==> src/rtl/csi_rx_align_word_if.sv <==
// csi_rx_align_word_if -- bus between the per-lane byte aligners, the word
// aligner and the downstream packet handler.
//   bytes_in/bytes_vld   per-lane aligned bytes and their valids
//   packet_done          end-of-packet from the packet handler
//   wait_for_sync        aligners may lock to a new SYNC
//   lane_packet_done     per-lane packet_done back to the aligners
//   word_out/word_vld    lane-deskewed word and its valid
//   skew_err             one-cycle pulse on skew timeout or lock loss
// Modport master drives the aligner-facing inputs; slave is the word aligner.
interface csi_rx_align_word_if #(
    parameter int LANES = 2
);
    logic [8*LANES-1:0] bytes_in;
    logic [LANES-1:0]   bytes_vld;
    logic               packet_done;
    logic               wait_for_sync;
    logic [LANES-1:0]   lane_packet_done;
    logic [8*LANES-1:0] word_out;
    logic               word_vld;
    logic               skew_err;

    modport master (
        output bytes_in, bytes_vld, packet_done,
        input  wait_for_sync, lane_packet_done, word_out, word_vld, skew_err
    );

    modport slave (
        input  bytes_in, bytes_vld, packet_done,
        output wait_for_sync, lane_packet_done, word_out, word_vld, skew_err
    );
endinterface

==> src/rtl/csi_rx_align_word.sv <==
// csi_rx_align_word -- CSI-2 multi-lane word aligner. Removes up to MAX_SKEW
// byte-clock cycles of inter-lane skew by delaying early lanes so every lane's
// first post-SYNC byte lands in the same output word.
// Ports:
//   clock   byte clock, rising edge
//   reset   synchronous, active-high
//   enable  clock enable; all state and outputs hold while low
//   bus     csi_rx_align_word_if slave (bytes in, deskewed word out, status)
module csi_rx_align_word #(
    parameter int LANES    = 2,
    parameter int MAX_SKEW = 3
) (
    input  logic                 clock,
    input  logic                 reset,
    input  logic                 enable,
    csi_rx_align_word_if.slave   bus
);
    // Counters must reach MAX_SKEW+1: a lane may arrive on the last ALIGN
    // cycle, giving the first lane a tap of MAX_SKEW+1.
    localparam int CW = $clog2(MAX_SKEW + 2);

    typedef enum logic [1:0] {IDLE, ALIGN, LOCKED} state_t;

    state_t                       state_q, state_d;
    logic [CW-1:0]                skew_q, skew_d;
    logic [LANES-1:0][CW-1:0]     tap_q, tap_d;
    logic [LANES-1:0][MAX_SKEW:0][7:0] dl_q;
    logic [8*LANES-1:0]           word_q, word_d, sel;
    logic                         vld_q, vld_d;
    logic                         err_q, err_d;
    logic                         all_vld, any_vld;

    assign all_vld = &bus.bytes_vld;
    assign any_vld = |bus.bytes_vld;

    // Delay line: dl_q[i][k] is lane i's byte from k+1 enable cycles ago.
    // Data path only, so no reset.
    always_ff @(posedge clock) begin
        if (enable) begin
            for (int i = 0; i < LANES; i++) begin
                dl_q[i][0] <= bus.bytes_in[8*i +: 8];
                for (int k = 1; k <= MAX_SKEW; k++) begin
                    dl_q[i][k] <= dl_q[i][k-1];
                end
            end
        end
    end

    // Tap 0 is the live input byte, tap k>0 is k cycles back. While aligning,
    // tap_q holds each lane's running valid count, which is exactly the tap
    // needed if the last lane arrives this cycle.
    always_comb begin
        sel = '0;
        for (int i = 0; i < LANES; i++) begin
            sel[8*i +: 8] = bus.bytes_in[8*i +: 8];
            for (int k = 0; k <= MAX_SKEW; k++) begin
                if (tap_q[i] == CW'(k + 1)) sel[8*i +: 8] = dl_q[i][k];
            end
        end
    end

    always_comb begin
        state_d = state_q;
        skew_d  = skew_q;
        tap_d   = tap_q;
        word_d  = word_q;
        vld_d   = 1'b0;
        err_d   = 1'b0;
        case (state_q)
            IDLE: begin
                if (!bus.packet_done && any_vld) begin
                    skew_d = '0;
                    if (all_vld) begin
                        state_d = LOCKED;
                        vld_d   = 1'b1;
                        word_d  = sel;
                    end else begin
                        state_d = ALIGN;
                        for (int i = 0; i < LANES; i++)
                            tap_d[i] = tap_q[i] + CW'(bus.bytes_vld[i]);
                    end
                end
            end
            ALIGN: begin
                if (bus.packet_done) begin
                    state_d = IDLE;
                    tap_d   = '0;
                    skew_d  = '0;
                end else if (all_vld) begin
                    state_d = LOCKED;
                    vld_d   = 1'b1;
                    word_d  = sel;
                end else if (skew_q == CW'(MAX_SKEW)) begin
                    // MAX_SKEW+1 ALIGN cycles without every lane: give up.
                    state_d = IDLE;
                    err_d   = 1'b1;
                    tap_d   = '0;
                    skew_d  = '0;
                end else begin
                    skew_d = skew_q + CW'(1);
                    for (int i = 0; i < LANES; i++)
                        tap_d[i] = tap_q[i] + CW'(bus.bytes_vld[i]);
                end
            end
            LOCKED: begin
                if (bus.packet_done) begin
                    state_d = IDLE;
                    tap_d   = '0;
                end else if (!all_vld) begin
                    state_d = IDLE;
                    err_d   = 1'b1;
                    tap_d   = '0;
                end else begin
                    vld_d  = 1'b1;
                    word_d = sel;
                end
            end
            default: begin
                state_d = IDLE;
                tap_d   = '0;
                skew_d  = '0;
            end
        endcase
    end

    always_ff @(posedge clock) begin
        if (reset) begin
            state_q <= IDLE;
            skew_q  <= '0;
            tap_q   <= '0;
            word_q  <= '0;
            vld_q   <= 1'b0;
            err_q   <= 1'b0;
        end else if (enable) begin
            state_q <= state_d;
            skew_q  <= skew_d;
            tap_q   <= tap_d;
            word_q  <= word_d;
            vld_q   <= vld_d;
            err_q   <= err_d;
        end
    end

    assign bus.wait_for_sync    = (state_q != LOCKED);
    assign bus.lane_packet_done = {LANES{bus.packet_done | err_q}};
    assign bus.word_out         = word_q;
    assign bus.word_vld         = vld_q;
    assign bus.skew_err         = err_q;
endmodule

==> src/flat_wrapper.sv <==
// flat-port wrapper written by rule: the top's interface ports become plain ports
module csi_rx_align_word_flat 
#(
    parameter int LANES    = 2,
    parameter int MAX_SKEW = 3
)
  (clock, reset, enable, bus_bytes_in, bus_bytes_vld, bus_packet_done, bus_wait_for_sync, bus_lane_packet_done, bus_word_out, bus_word_vld, bus_skew_err);
  csi_rx_align_word_if #(.LANES(LANES)) bus_i ();
  input  logic clock;
  input  logic reset;
  input  logic enable;
  input wire logic [$bits(bus_i.bytes_in)-1:0] bus_bytes_in;
  input wire logic [$bits(bus_i.bytes_vld)-1:0] bus_bytes_vld;
  input wire logic [$bits(bus_i.packet_done)-1:0] bus_packet_done;
  output wire logic [$bits(bus_i.wait_for_sync)-1:0] bus_wait_for_sync;
  output wire logic [$bits(bus_i.lane_packet_done)-1:0] bus_lane_packet_done;
  output wire logic [$bits(bus_i.word_out)-1:0] bus_word_out;
  output wire logic [$bits(bus_i.word_vld)-1:0] bus_word_vld;
  output wire logic [$bits(bus_i.skew_err)-1:0] bus_skew_err;
  assign bus_i.bytes_in = bus_bytes_in;
  assign bus_i.bytes_vld = bus_bytes_vld;
  assign bus_i.packet_done = bus_packet_done;
  assign bus_wait_for_sync = bus_i.wait_for_sync;
  assign bus_lane_packet_done = bus_i.lane_packet_done;
  assign bus_word_out = bus_i.word_out;
  assign bus_word_vld = bus_i.word_vld;
  assign bus_skew_err = bus_i.skew_err;
  csi_rx_align_word #(.LANES(LANES), .MAX_SKEW(MAX_SKEW)) u_core (.clock(clock), .reset(reset), .enable(enable), .bus(bus_i));
endmodule
==> config.mk <==
export PLATFORM = sky130hd
export DESIGN_NAME = csi_rx_align_word_flat
export DESIGN_NICKNAME = d
export VERILOG_FILES = /design/src/rtl/csi_rx_align_word_if.sv /design/src/rtl/csi_rx_align_word.sv /design/src/flat_wrapper.sv
export SDC_FILE = /design/constraint.sdc
export NUM_CORES = 1
export LEC_CHECK = 0
export BUFFER_PORTS_ARGS = -buffer_cell sky130_fd_sc_hd__buf_4
export CORE_UTILIZATION = 63
export CTS_CLUSTER_DIAMETER = 150
export DETAILED_ROUTE_END_ITERATION = 8
export PLACE_DENSITY = 0.82
export SETUP_SLACK_MARGIN = 0.4
export SYNTH_ARGS = -nofsm -noshare
export SYNTH_HDL_FRONTEND = slang
export SYNTH_SLANG_ARGS = --single-unit
==> constraint.sdc <==
create_clock -name clock -period 3.3 [get_ports clock]
set_clock_uncertainty 0.1 [all_clocks]
set_input_delay 0.33 -clock clock [delete_from_list [all_inputs] [get_ports clock]]
set_output_delay 0.33 -clock clock [all_outputs]
set_load 0.05 [all_outputs]
==> results.md, run 1 <==
- Total global routing overflow: 0
- Max incr delay on CP: 0.57 ns
- Final cell area excluding filler cells: 4590 sq um
- Std-Cell Core Area: 6060 sq um
- Global-route wire length before repair: 12600 microns
- Total power after layout: 2340 uW
- Number of CTS-inserted buffers: 9
- I/O pin count: 43
- Vias: 2818
- Root buffer cell: clkbuf_8
- Arrival time of data at the critical path endpoint: 2.42 ns
- Drt total wl: 8000 microns
- Fraction of synthesis flops using an asynchronous set or reset pin: 0%
- Yosys warns: 0
- Max Fclk: 436 MHz
- Final HPWL from detailed placement: 5210 microns
- Maximum number of pins on one net before global-route repair: 46
- Actual transition at the worst max-transition pin: 0.949 ns
- Element type at the critical path start: flip-flop
- Max-cap viol count: 0
- Slowest library cell on the worst path: nand3_1
- Most Frequent Cell on Critical Path: a21oi_1
- Static leakage: 0.00168 uW
- Final Non-Filler Cells: 444
- Maximum VDD drop: 0.349 mV
- Crit Path Category: reg2reg
- Average cell area after synthesis: 12.4 sq um
- Portion of the post-synthesis area used by sequential elements: 61.4%
- Multi-input combinational cell area: 1410 sq um
- Final hold viol count: 0
- Post-CTS setup buffers: 0
- Critical Path Sink Type: flip-flop
- Count of endpoints failing setup in the final report: 0
- Count of inserted antenna diode cells: 0
- Number of hold-repair buffers added at the cts stage: 0
- Worst path cell trace: inv_1, ha_1, o21ai_0, nand3_1, a21oi_1, a21oi_1
- Number of DRC markers in iteration 0: 203
- Count of nets after finishing: 395
- Global Route Usage Sum: 25.4%
- Clock tree from TritonCTS: built
- Die area: 6790 sq um
- Gpl congestion: 0.835
- Data required time at the worst endpoint: 3.43 ns
- DR DRC count: 0
- Port Buffer Count: 42
- Max transition margin: 36.7%
- Period utilization: 69.4%
- Number of distinct library cell variants in the gate-level netlist after synthesis: 44
- Number of optimization iterations in the first detailed-route pass: 5
- Post-synth design cell area: 4070 sq um
- Synthesized net count: 360
- Most frequent standard cell in the layout excluding fill and tap cells: edfxtp_1
- Register bit count reported by yosys: 93
- Gate count of the mapped netlist: 329
- Initial standard-cell utilization of the core: 67.2%
- CTS max path bufs: 2
- CTS resizes: 0
- Status: finished, final reports clean
- Via-to-Cell Ratio: 6.35
- Aggregate negative setup slack: 0 ns
- Filler Cell Count: 415
- Commonest cells after routing, fill and taps aside: edfxtp_1, buf_4, a21oi_1
- Min cycle time layout: 2.29 ns
- Flip-flop cell with the highest count after synthesis: edfxtp_1
- Setup repair after global routing missed its margin: no
- Cell count after placement: 428
- Buffers & Inverters on Critical Path: 1
- Count of flip-flops with a built-in enable after synthesis: 64
- Placement-stage cell area: 4400 sq um
- Overall die width: 82.4 microns
- Drt wl/cell: 18.0 microns
- Number of global-route vias before repair: 2650
- Fraction of layout cells with a size suffix above 1: 19.2%
- Power density cells: 509 nW/um^2
- Number of sinks driven by the clock tree: 93
- Area occupied by registers: 2500 sq um
- Remaining antenna violation count after routing: 0
- Path type of the worst min-delay path: in2reg
- Final WS setup: 1.01 ns
- Delay-heaviest family, CP: compound AO/OA/AOI/OAI gates
- Antenna violations before repair: 0
- Reg clk slew, reported paths: 0.09 ns
- Pins Over Slew Limit: 0
- Area grow syn2layout: 12.7%
- Pre-CTS worst setup slack: 1.11 ns
- Max FO, Critical Path: 16
- Level count of the clock H-tree: 3
- Row count: 28
- Die Y-Extent: 82.4 microns
- Source-to-sink clock delay at the later pin of the worst-skew pair: 0.34 ns
report_power, final:
group,switching [uW],internal (uW)
Sequential,40.7,1320
Clock,374,370
Combinational,145,86.7
Total,559,1780
per-stage QoR:
| stage | utilization [%] | hold slack, ns |
|---|---|---|
| floorplan | - | 0.326 |
| global placement | 72.5 | 0.328 |
| detailed placement | 72.5 | 0.332 |
| CTS | 75.7 | 0.0587 |
| global route | 75.7 | 0.0535 |
| finish | 75.7 | 0.0681 |
cells in the mapped netlist, drive strengths merged, types with 9 or more instances:
| cell type | n | area (sq um) |
|---|---|---|
| a21oi | 33 | 165 |
| a211oi | 16 | 120 |
| inv | 15 | 56.3 |
| nand3 | 11 | 55.1 |
| edfxtp | 64 | 1920 |
| dfxtp | 29 | 581 |
| nor2 | 17 | 68.8 |
| mux2i | 16 | 160 |
| ha | 9 | 113 |
| buf | 13 | 78.8 |
| o21ai | 25 | 133 |
worst register-to-register path, cell delays in order (launching register included):
cell and delay [ns]:
dfxtp_1 0.36, inv_1 0.09, ha_1 0.34, o21ai_0 0.28
nand3_1 0.57, a21oi_1 0.34, a21oi_1 0.10
metal layers:
layer  track usage (%)  vias up  part of all wire (%)
li1                  -     1329                     -
met1              35.3     1370                    45
met2              40.0      105                    48
met3              4.51       14                   5.7
met4              9.47        0                   1.6
met5                 0        -                     0
path summary, 6_finish.rpt:
kind	startpoint	endpoint	slack [ns]	depth (start not counted)
setup / recovery	u_core.state_q[0]	u_core.bus.word_out[10]	1.01	6
hold / removal	bus_bytes_in[2]	u_core.dl_q[2]	0.07	1
setup reg to reg	u_core.state_q[0]	u_core.bus.word_out[10]	1.01	6
hold reg to reg	u_core.dl_q[13]	u_core.dl_q[21]	0.35	0
final cells by class:
cell class                      instances  share of cell area (%)
Sequential cell                        93                    54.5
Multi-Input combinational cell        200                    30.6
Timing Repair Buffer                   45                    7.36
Clock buffer                           12                    3.16
Tap cell                               75                    2.04
Inverter                               15                    1.23
Clock inverter                          4                    1.06
state kept, by name, indices dropped and copies added, names as in the netlist:
signal / count
u_core.dl_q: 64
u_core.bus.word_out: 16
u_core.tap_q: 6
u_core.bus.word_vld: 1
u_core.skew_q: 3
u_core.bus.skew_err: 1
u_core.state_q: 2
logic make-up after synthesis:
group	Yosys count	share of synthesized area, %
AO/OA/AOI/OAI	113	18.8
flip-flops	93	61.4
AND/OR/NAND/NOR	54	7.00
buffers and inverters	36	4.06
adder cells (fa/ha/maj)	17	4.73
multiplexers	16	3.93
Note: power is estimated with default switching activity, not from simulation.
==> run 2, diff against run 1 <==
--- a/config.mk
+++ b/config.mk
@@ -6,10 +6,10 @@
 export NUM_CORES = 1
 export LEC_CHECK = 0
 export BUFFER_PORTS_ARGS = -buffer_cell sky130_fd_sc_hd__buf_4
-export CORE_UTILIZATION = 63
+export CORE_UTILIZATION = 52
 export CTS_CLUSTER_DIAMETER = 150
 export DETAILED_ROUTE_END_ITERATION = 8
-export PLACE_DENSITY = 0.82
+export PLACE_DENSITY = 0.72
 export SETUP_SLACK_MARGIN = 0.4
 export SYNTH_ARGS = -nofsm -noshare
 export SYNTH_HDL_FRONTEND = slang
==> constraint.sdc (replaced) <==
create_clock -name clock -period 1.95 [get_ports clock]
set_clock_uncertainty 0.1 [all_clocks]
set_input_delay 0.195 -clock clock [delete_from_list [all_inputs] [get_ports clock]]
set_output_delay 0.195 -clock clock [all_outputs]
set_load 0.05 [all_outputs]
==> results.md, run 2 (synthesis gave the netlist of run 1 again) <==
- Port Buffer Count: 42
- Most flop-heavy register: u_core.dl_q
- Max FO, Critical Path: 4
- Arrival time of data at the critical path endpoint: 1.82 ns
- Root buffer cell: clkbuf_8
- Count of inserted antenna diode cells: 0
- Remaining antenna violation count after routing: 0
- Max-cap viol count: 0
- Via-to-Cell Ratio: 5.72
- Power density cells: 797 nW/um^2
- Initial standard-cell utilization of the core: 55.0%
- Total global routing overflow: 0
- CTS max path bufs: 2
- Largest register FFs: 64
- Max transition margin: 70.9%
- Static leakage: 0.00187 uW
- Multi-input combinational cell area: 1500 sq um
- Number of DRC markers in iteration 0: 182
- Actual transition at the worst max-transition pin: 0.436 ns
- Switching power share of the total: 25.1%
- Number of sinks driven by the clock tree: 93
- Setup repair after global routing missed its margin: yes
- Global-route wire length before repair: 14100 microns
- Count of endpoints failing setup in the final report: 0
- Global Route Usage Sum: 21.9%
- Internal power of the cells: 3030 uW
- Filler Cell Count: 571
- Antenna violations before repair: 0
- Switching power total: 1020 uW
- Drt wl/cell: 16.7 microns
- Crit Path Category: reg2reg
- Element type at the critical path start: flip-flop
- Maximum VDD drop: 0.445 mV
- Path type of the worst min-delay path: in2reg
- Fraction of layout cells with a size suffix above 1: 28.1%
- Number of optimization iterations in the first detailed-route pass: 4
- Sequential cell fraction of total power: 56.7%
- Area occupied by registers: 2510 sq um
- Pins Over Slew Limit: 0
- Reg clk slew, reported paths: 0.09 ns
- Critical Path Sink Type: flip-flop
- Data required time at the worst endpoint: 2.15 ns
- Period utilization: 83.2%
- Maximum number of pins on one net before global-route repair: 23
- Overall die width: 90.5 microns
- Min cycle time layout: 1.62 ns
- Vias: 2890
- Clock tree from TritonCTS: built
- Gpl congestion: 0.816
- Final hold viol count: 0
- Die area: 8190 sq um
- Std-Cell Core Area: 7410 sq um
- Post-Route Hold Slack: 0.0566 ns
- Max Fclk: 616 MHz
- Final HPWL from detailed placement: 5630 microns
- Clock Power Share: 31.2%
- Status: finished, final reports clean
- Commonest cells after routing, fill and taps aside: edfxtp_1, buf_4, a21oi_1
- Drt total wl: 8420 microns
- Number of CTS-inserted buffers: 9
- I/O pin count: 43
- Area grow syn2layout: 24.7%
- Die Y-Extent: 90.5 microns
- Aggregate negative setup slack: 0 ns
- Count of nets after finishing: 432
- DR DRC count: 0
- Source-to-sink clock delay at the later pin of the worst-skew pair: 0.36 ns
- Combinational power share: 12.1%
- Most frequent standard cell in the layout excluding fill and tap cells: edfxtp_1
- Number of global-route vias before repair: 2866
- Row count: 31
- Level count of the clock H-tree: 3
## run 2: area by class of cell
| class | count | share of cell area [%] |
|---|---|---|
| Sequential cell | 93 | 49.5 |
| Multi-Input combinational cell | 200 | 29.5 |
| Timing Repair Buffer | 82 | 13.5 |
| Clock buffer | 9 | 2.44 |
| Tap cell | 99 | 2.44 |
| Inverter | 15 | 1.33 |
| Clock inverter | 7 | 1.31 |
## run 2: routing by layer
layer  global-route usage, %  wire (microns)
met5                       0               0
met4                    7.53             121
met3                    4.55             271
met2                    34.7            4030
met1                    30.0            4000
## run 2: power groups by stage
stage | Clock, uW | Combinational, uW | Sequential, uW
after floorplan | 0 | 229 | 2360
after global placement | 0 | 424 | 2330
after detailed placement | 0 | 434 | 2340
after CTS | 1290 | 485 | 2290
after global routing | 1360 | 535 | 2310
final | 1260 | 490 | 2290
## run 2: stage by stage
stage	instances	power (uW)	area, sq um	worst slack [ns]	utilization (%)
floorplan	329	2590	4120	0.395	-
global placement	469	2750	4600	0.271	62.1
detailed placement	469	2770	4600	0.226	62.1
CTS	505	4060	5050	0.340	68.1
global route	505	4200	5080	0.249	68.5
finish	505	4040	5080	0.327	68.5
## run 2: worst paths after layout
path                  endpoint  slack (ns)              start  cells past startpoint
max reg2reg   u_core.skew_q[0]        0.33  u_core.state_q[1]                      6
min reg2reg    u_core.dl_q[60]        0.36    u_core.dl_q[52]                      0
min          u_core.state_q[0]        0.06              reset                      3
max           u_core.skew_q[0]        0.33  u_core.state_q[1]                      6
## run 2: what timing repair did
| action | in CTS | in global routing |
|---|---|---|
| setup buffers | 3 | 0 |
| endpoints found under the setup margin | 26 | 27 |
| resized for setup | 19 | 13 |
| endpoints found under the hold margin | 21 | 0 |
| pin swaps | 2 | 1 |
| hold buffers | 17 | 0 |
## run 2: worst max-delay path, stage by stage, from the launching register on
cell     delay (ns)
dfxtp_4        0.37
inv_4          0.08
ha_4           0.13
and2b_2        0.20
nand2_4        0.07
or4_4          0.48
a21oi_2        0.13
==> run 3, diff against run 2 <==
--- a/config.mk
+++ b/config.mk
@@ -6,10 +6,10 @@
 export NUM_CORES = 1
 export LEC_CHECK = 0
 export BUFFER_PORTS_ARGS = -buffer_cell sky130_fd_sc_hd__buf_4
-export CORE_UTILIZATION = 52
+export CORE_UTILIZATION = 58
 export CTS_CLUSTER_DIAMETER = 150
 export DETAILED_ROUTE_END_ITERATION = 8
-export PLACE_DENSITY = 0.72
+export PLACE_DENSITY = 0.76
 export SETUP_SLACK_MARGIN = 0.4
 export SYNTH_ARGS = -nofsm -noshare
 export SYNTH_HDL_FRONTEND = slang
==> constraint.sdc (replaced) <==
create_clock -name clock -period 1.5 [get_ports clock]
set_clock_uncertainty 0.1 [all_clocks]
set_input_delay 0.15 -clock clock [delete_from_list [all_inputs] [get_ports clock]]
set_output_delay 0.15 -clock clock [all_outputs]
set_load 0.05 [all_outputs]
==> results.md, run 3 (synthesis gave the netlist of run 1 again) <==
- Status: complete, but fails checks
- Violated checks: setup timing
- Setup repair after global routing missed its margin: yes
- Maximum number of pins on one net before global-route repair: 65
- Total global routing overflow: 0
- Global Route Usage Sum: 26.8%
- Max transition margin: 77.5%
- Max incr delay on CP: 0.40 ns
- Fraction of layout cells with a size suffix above 1: 40.8%
- Max-cap viol count: 0
- Vias: 3137
- Antenna violations before repair: 0
- Power density cells: 960 nW/um^2
- Source-to-sink clock delay at the later pin of the worst-skew pair: 0.35 ns
- Number of cells on the worst hold path: 3
- I/O pin count: 43
- HP Start: reset
- Start of the worst register-to-register path: u_core.state_q[1]
- Overall die width: 85.8 microns
- Clock tree from TritonCTS: built
- Die Y-Extent: 85.8 microns
- Final WS setup: -0.181 ns
- Slowest library cell on the worst path: dfxtp_4
- Root buffer cell: clkbuf_8
- Crit Path Category: reg2reg
- Hold Path End: u_core.state_q[0]
- Final cell area excluding filler cells: 5690 sq um
- Detailed-routed wire length on met2: 4770 microns
- DR DRC count: 0
- Path type of the worst min-delay path: in2reg
- Number of optimization iterations in the first detailed-route pass: 5
- Worst path cell trace: inv_4, ha_4, and2b_2, o21ai_4, and2_4, a31o_4
- Area occupied by registers: 2540 sq um
- Buffers & Inverters on Critical Path: 1
- Data required time at the worst endpoint: 1.70 ns
- Drt wl/cell: 18.2 microns
- Placement-stage cell area: 4800 sq um
- Number of sinks driven by the clock tree: 93
- Element type at the critical path start: flip-flop
- Final hold viol count: 0
- Pins Over Slew Limit: 0
- Std-Cell Core Area: 6790 sq um
- Filler Cell Count: 337
- Wire length on met3: 537 microns
- Number of DRC markers in iteration 0: 235
- Gpl congestion: 0.855
- Final HPWL from detailed placement: 5550 microns
- Level count of the clock H-tree: 3
- Largest register FFs: 64
- Length of routed wiring on met1: 4170 microns
- Via-to-Cell Ratio: 5.86
- Post-Route Hold Slack: 0.0404 ns
- Multi-input combinational cell area: 1620 sq um
- Count of endpoints failing setup in the final report: 27
- Critical Path Sink Type: flip-flop
- Static leakage: 0.00212 uW
- Commonest cells after routing, fill and taps aside: buf_4, edfxtp_1, a21oi_1
- Delay-heaviest family, CP: simple AND/OR/NAND/NOR gates
- Number of CTS-inserted buffers: 9
- Number of global-route vias before repair: 3072
- Max Fclk: 595 MHz
- Reg clk slew, reported paths: 0.08 ns
- Count of nets after finishing: 465
- Die area: 7360 sq um
- Row count: 30
- Period utilization: 112%
- Number of cells traversed by the worst register-to-register path: 6
- Initial standard-cell utilization of the core: 59.9%
- R2r setup slk: -0.18 ns
- Arrival time of data at the critical path endpoint: 1.88 ns
- End of the worst register-to-register path: u_core.tap_q[0]
- Area grow syn2layout: 39.6%
- Port Buffer Count: 42
- Global-route wire length before repair: 15000 microns
- Most flop-heavy register: u_core.dl_q
- CTS max path bufs: 2
- Max FO, Critical Path: 7
- Maximum VDD drop: 0.644 mV
- Remaining antenna violation count after routing: 0
- Count of inserted antenna diode cells: 0
- Top layer in use: met4
- Min cycle time layout: 1.68 ns
- Aggregate negative setup slack: -3.56 ns
- Drt total wl: 9730 microns
- Most frequent standard cell in the layout excluding fill and tap cells: buf_4
- Actual transition at the worst max-transition pin: 0.338 ns
[run 3: worst reg2reg max path, cell delays in order (launching register included)]
cell and delay [ns]:
dfxtp_4 0.40, inv_4 0.06, ha_4 0.16, and2b_2 0.24
o21ai_4 0.28, and2_4 0.25, a31o_4 0.15
[run 3: per-stage QoR]
stage	power, uW	std cells	utilization [%]	setup WS, ns
6_report	5460	535	83.7	-0.181
5_1_grt	5630	535	83.7	-0.250
4_1_cts	5400	529	81.6	-0.130
3_5_place_dp	3660	485	70.6	-0.180
3_3_place_gp	3630	485	70.6	-0.110
2_1_floorplan	3380	329	-	-0.0510
[run 3: final cells by class]
cell class / instances / share of cell area, %
sequential: 93 / 44.7
multi-input combinational: 200 / 28.5
timing repair buffer: 115 / 20.2
clock buffer: 11 / 2.31
tap: 96 / 2.11
inverter: 15 / 1.19
clock inverter: 5 / 1.03
[run 3: worst max path at each step]
stage / endpoint / slack [ns] / from / cells past startpoint
finish: u_core.tap_q[0] / -0.18 / u_core.state_q[1] / 6
CTS: bus_wait_for_sync / -0.13 / u_core.state_q[0] / 6
floorplan: u_core.skew_q[1] / -0.05 / u_core.state_q[1] / 6
global route: u_core.bus.word_out[5] / -0.25 / u_core.state_q[0] / 7
detailed placement: u_core.tap_q[0] / -0.18 / u_core.state_q[1] / 6
global placement: u_core.skew_q[1] / -0.11 / u_core.state_q[1] / 6
[run 3: repair_timing]
item / 4_1_cts / 5_1_grt
hold endpoints to repair: 21 / 0
buffers inserted: 11 / 6
hold buffers: 17 / 0
gates resized for setup: 92 / 20
endpoints found under the setup margin: 50 / 50
gates cloned: 0 / 0
pin swaps: 9 / 14
[run 3: layer usage]
metal / track usage [%] / up-vias
met5: 0 / -
met4: 12.0 / 0
met3: 4.33 / 28
met2: 43.4 / 106
met1: 35.8 / 1538
li1: - / 1465
[run 3: where the power goes]
group          leakage (uW)  internal (uW)  switching, uW  total [uW]
clock             0.0000920            780            879        1660
combinational       0.00116            392            426         819
sequential         0.000872           2900           82.7        2980
